<file path="config.mk">
export PLATFORM = sky130hd
export DESIGN_NAME = shift_add_ctrl
export DESIGN_NICKNAME = d
export VERILOG_FILES = /design/src/rtl/shift_add_ctrl.sv
export SDC_FILE = /design/constraint.sdc
export NUM_CORES = 1
export LEC_CHECK = 0
export ABC_AREA = 1
export CORE_AREA = 3 3 40 42
export CTS_CLUSTER_DIAMETER = 30
export DETAILED_ROUTE_END_ITERATION = 10
export DIE_AREA = 0 0 43 45
export GPL_ROUTABILITY_DRIVEN = 1
export PLACE_DENSITY_LB_ADDON = 0.15
export SYNTH_ARGS = -nofsm -noshare
export SYNTH_HDL_FRONTEND = slang
export SYNTH_SLANG_ARGS = --single-unit
</file>
<file path="constraint.sdc">
create_clock -name clk -period 1.2 [get_ports clk]
set_input_delay 0.36 -clock clk [delete_from_list [all_inputs] [get_ports clk]]
set_output_delay 0.36 -clock clk [all_outputs]
set_load 0.01 [all_outputs]
</file>
<file path="src/rtl/shift_add_ctrl.sv">
// shift_add_ctrl: control FSM for a shift-and-add multiplier.
// It sequences the multiplicand register A, the multiplier shift register B
// and the accumulator P through N add/shift iterations. A Start/Ready/Done
// handshake surrounds each multiply.
//
// Optional build macro SHIFT_ADD_CTRL_SKIP_EN: a zero multiplier bit is
// shifted directly from ADD, so SHF is used only for one bits. The default
// build (macro undefined) always takes exactly 2N+2 cycles from Start to Done.
module shift_add_ctrl #(
   parameter int N  = 8,
   parameter int CW = $clog2(N)
) (
   input  logic          clk,
   input  logic          rst,
   input  logic          Start,
   input  logic          B0,
   output logic          LdA,
   output logic          LdB,
   output logic          ClrP,
   output logic          LdP,
   output logic          ShiftPB,
   output logic          Ready,
   output logic          Done,
   output logic [CW-1:0] Cnt
);

   localparam logic [2:0] S_IDLE = 3'd0;
   localparam logic [2:0] S_INIT = 3'd1;
   localparam logic [2:0] S_ADD  = 3'd2;
   localparam logic [2:0] S_SHF  = 3'd3;
   localparam logic [2:0] S_DONE = 3'd4;

   localparam logic [CW-1:0] CNT_LAST = CW'(N - 1);
   localparam logic [CW-1:0] CNT_ONE  = CW'(1);

   logic [2:0]    state_q, state_d;
   logic [CW-1:0] cnt_q, cnt_d;
   logic          last_bit;

   assign last_bit = (cnt_q == CNT_LAST);

   // Next-state and iteration counter; a stray encoding falls back to IDLE.
   always_comb begin
      state_d = state_q;
      cnt_d   = cnt_q;
      case (state_q)
         S_IDLE: begin
            if (Start) state_d = S_INIT;
         end
         S_INIT: begin
            cnt_d   = '0;
            state_d = S_ADD;
         end
         S_ADD: begin
`ifdef SHIFT_ADD_CTRL_SKIP_EN
            // A zero bit needs no add, so the shift happens here directly.
            if (B0) begin
               state_d = S_SHF;
            end else if (last_bit) begin
               cnt_d   = '0;
               state_d = S_DONE;
            end else begin
               cnt_d   = cnt_q + CNT_ONE;
               state_d = S_ADD;
            end
`else
            state_d = S_SHF;
`endif
         end
         S_SHF: begin
            if (last_bit) begin
               cnt_d   = '0;
               state_d = S_DONE;
            end else begin
               cnt_d   = cnt_q + CNT_ONE;
               state_d = S_ADD;
            end
         end
         S_DONE: begin
            state_d = S_IDLE;
         end
         default: begin
            cnt_d   = '0;
            state_d = S_IDLE;
         end
      endcase
   end

   // State and counter registers; reset returns to IDLE at once, mid-operation included.
   always_ff @(posedge clk or negedge rst) begin
      if (!rst) begin
         state_q <= S_IDLE;
         cnt_q   <= '0;
      end else begin
         state_q <= state_d;
         cnt_q   <= cnt_d;
      end
   end

   // Datapath strobes: all Moore except LdP (and ShiftPB in ADD when skipping).
   always_comb begin
      LdA     = (state_q == S_INIT);
      LdB     = (state_q == S_INIT);
      ClrP    = (state_q == S_INIT);
      LdP     = (state_q == S_ADD) && B0;
`ifdef SHIFT_ADD_CTRL_SKIP_EN
      ShiftPB = (state_q == S_SHF) || ((state_q == S_ADD) && !B0);
`else
      ShiftPB = (state_q == S_SHF);
`endif
      Ready   = (state_q == S_IDLE);
      Done    = (state_q == S_DONE);
   end

   assign Cnt = cnt_q;

endmodule

</file>
After elaboration in Yosys (flattened, before gate mapping)
Cells that the tools add are included.
{"block": "op_classes", "n_addsub": 1, "n_eq_ne": 6, "mux": 5, "n_reduce_logical": 3}
{"operator": "3-bit one-hot mux with 4 select lines", "count": 1}
{"operator": "3-bit two-way mux", "count": 3}
{"operator": "3-bit by 2-bit equality test with 1-bit output (second input constant)", "count": 2}
{"operator": "3-bit equality test (second input constant)", "count": 2}
{"operator": "3-bit one-hot mux with 2 select lines", "count": 1}
{"operator": "3-bit by 1-bit adder with 3-bit output (second input constant)", "count": 1}
{"operator": "3-bit by 1-bit equality test with 1-bit output (second input constant)", "count": 1}
{"operator": "3-bit logical NOT", "count": 1}
{"operator": "3-bit OR reduction", "count": 1}
{"operator": "2-bit != test (second input constant)", "count": 1}
{"operator": "1-bit logical AND", "count": 1}
{"block": "word_totals", "reg_bits": 6, "in_bits": 4, "out_inout_bits": 10, "elab_cells": 17}

Logic depth before layout (Yosys ltp)
{"block": "logic_depth", "word_depth": 3, "ltp_mapped": 5}

Worst setup path after synthesis
No wires, ideal clock.
{"block": "synth_path", "path_type": "reg-to-output", "start": "register state_q[2]", "end": "output LdA", "t_arrival_ps": 976, "setup_slack_ps": -136, "stages_incl_launch_ff": 5, "n_path_buf": 1, "cell_sequence": "dfrtp_1 -> inv_1 -> nand2_1 -> nor2_1 -> buf_4"}
{"block": "synth_via", "elab_chain_cells": 1}
{"element": "start, declared", "line_no": "36", "source": "logic [2:0] state_q, state_d;"}
{"element": "start signal, assigned", "line_no": "95", "source": "state_q <= state_d;"}
{"element": "3-bit by 1-bit equality test with 1-bit output"}
{"element": "end, declared", "line_no": "17", "source": "output logic LdA,"}
No other way between the ends.

Worst setup path in the final report
{"block": "layout_path", "start": "register state_q[0]", "end": "output Done"}
{"block": "layout_via", "elab_chain_cells": 1}
{"element": "3-bit equality test", "line_no": "112", "source": "Done = (state_q == S_DONE);"}
{"element": "end, declared", "line_no": "23", "source": "output logic Done,"}
No other way between the ends.

==> flow_summary.yaml <==
status:
  status: "finished with violations"
  violations: "negative setup slack"
power:
  fin_total_pwr_mw: 1.44
  leakagePower_nw: 0.288
  ir_drop_v: 0.00109
  p_per_area_mw_per_mm2: 2610
timing:
  period_share_pct: 121
  worst_slack_ps: -256
  setup_viol: 7
  tightest_slew_ps: 270
  holdWs_ps: 353
  fin_worst_skew_ps: 1.31
  slew_headroom_pct: 81.9
  rsz0062_at_grt: "true"
  fin_crit_ps: 1460
  hold_violations: 0
  maxSlewViolCount: 0
  fmax_ghz: 0.687
critical_path:
  r2r-start: "Cnt[0]"
  critPathMaxFanout: 3
  reg2regPathDepth: 5
  r2r_setup_slack_ps: 30
  crit_path_end_kind: "output pin"
  crit_start: "state_q[0]"
  start_kind: "flip-flop"
  endpoint: "Done"
  crit_type: "reg -> out"
  rr_endpoint: "Cnt[2]"
  cp_data_required_time_ps: 840
  arrival_ps: 1100
clock_tree:
  h-tree-depth: 1
  clk_pin_slew_worst_paths_ps: 50
  insertion_delay_ps: 240
  cts_made_buffers: 3
  cts_tree: "yes"
  clock_sinks: 6
  cts_root_buffer: "clkbuf_4"
  clockBufferDepth: 2
  cts_hold_buf: 0
worst_hold_path:
  hold_class: "in -> async"
global_route:
  overflow: 0
  antenna_found_initial: 0
  grt_first_pass_wirelength_um: 1200
  grt_pass1_vias: 291
  grt_usage_pct: 8.44
  grt_max_degree: 7
synth:
  syn_avg_cell_area_sq_um: 8.26
  yosys_warnings: 0
  synth_area_sq_um: 314
  syn_nets: 44
  synthCells: 38
  synth_cell_types: 13
  ys_seq_elements: 6
  seq_area_frac_synth_pct: 47.8
placement:
  place.gp.congestion: 0.722
  dp_hpwl_um: 534
  dpl-instance-area_sq_um: 517
  portBuffers: 13
route:
  viasPerCell: 4.10
  post_drt_wl_per_cell_um: 9.48
  drtIter0Drc: 1
  drt-total-wl_um: 730
  vias: 316
  drc: 0
  drtPass1Iterations: 2
  ant_nets: 0
floorplan:
  ios: 14
  fp.dieH_um: 45
  core_area_sq_mm: 0.00128
  initial_core_util_pct: 24.4
  die_x_um: 43
  num_rows: 13
  die_area_sq_mm: 0.00194
cells_and_area:
  diodes: 0
  nFillCells: 144
  fin_nets: 69
  post-route-cell-area_sq_um: 551
  layout_common_cells: "nand2_1, buf_4, buf_2"
  syn2layout_area_growth_pct: 75.3
  final_common_cell: "nand2_1"
  drive_gt1_share_pct: 51.6
run:
  maxCapViolations: 0
-- where the power goes --
part	internal, mW	switching, mW	total [mW]
sequential	0.290	0.0512	0.341
clock	0.126	0.0782	0.205
combinational	0.469	0.420	0.890
-- synth_stat cells --
| library cell | instances | area, sq um |
|---|---|---|
| a21oi_1 | 1 | 5.00 |
| and3_1 | 1 | 6.26 |
| buf_4 | 2 | 15.0 |
| dfrtp_1 | 6 | 150 |
| ha_1 | 2 | 25.0 |
| inv_1 | 3 | 11.3 |
| nand2_1 | 11 | 41.3 |
| nand2_2 | 1 | 6.26 |
| nor2_1 | 7 | 26.3 |
| nor2_4 | 1 | 11.3 |
| nor3_1 | 1 | 5.00 |
| o21ai_0 | 1 | 5.00 |
| or2_1 | 1 | 6.26 |
-- critical path, cell delays in order (launching register included) --
cell,delay (ps)
dfrtp_1,390
or2_1,240
nor2_1,90
buf_2,130
-- kinds of logic after synthesis --
logic type	share of synthesized area (%)
DFF	47.8
buffers and inverters	8.36
adders and majority gates	7.97
and+or+nand+nor	32.7
AOI/OAI and AO/OA	3.18
-- cell type report --
class	instances	area (sq um)	area share, %
inverters	3	11.3	2.05
repair buffers	22	188	34.1
flip-flops and latches	6	151	27.5
clock buffers	4	26.3	4.77
well taps	15	18.8	3.41
multi-input cells	27	155	28.2
-- worst min-delay path by stage --
stage               start    endpoint  slack, ps
2_1_floorplan         rst      Cnt[0]         60
3_3_place_gp   state_q[2]  state_q[2]        520
3_5_place_dp   state_q[2]  state_q[2]        520
4_1_cts               rst      Cnt[2]        360
5_1_grt               rst      Cnt[2]        360
6_report              rst      Cnt[2]        350
-- state kept, by name, indices dropped and copies added, names as in the netlist --
signal   count
Cnt          3
state_q      3
-- metal layers --
layer	track usage, %	up-vias	part of all wire, %
met5	0	-	0
met4	5.42	0	0
met3	2.79	0	8.6
met2	12.6	11	49
met1	10.5	141	42
li1	-	164	-
-- stage by stage --
step	utilization (%)	setup WS, ps	cells	TNS (ps)
floorplan	-	-2.49	38	-4.98
global placement	40.2	-636	72	-3050
detailed placement	40.2	-635	72	-3050
CTS	42.0	-269	77	-1670
global route	42.8	-359	77	-2180
finish	42.8	-256	77	-1590
-- what timing repair did --
item / in CTS / in global routing
setup buffers: 1 / 0
gates resized for setup: 46 / 5
endpoints found under the setup margin: 10 / 10
pin swaps: 3 / 4
(Power assumes the default switching activity.)
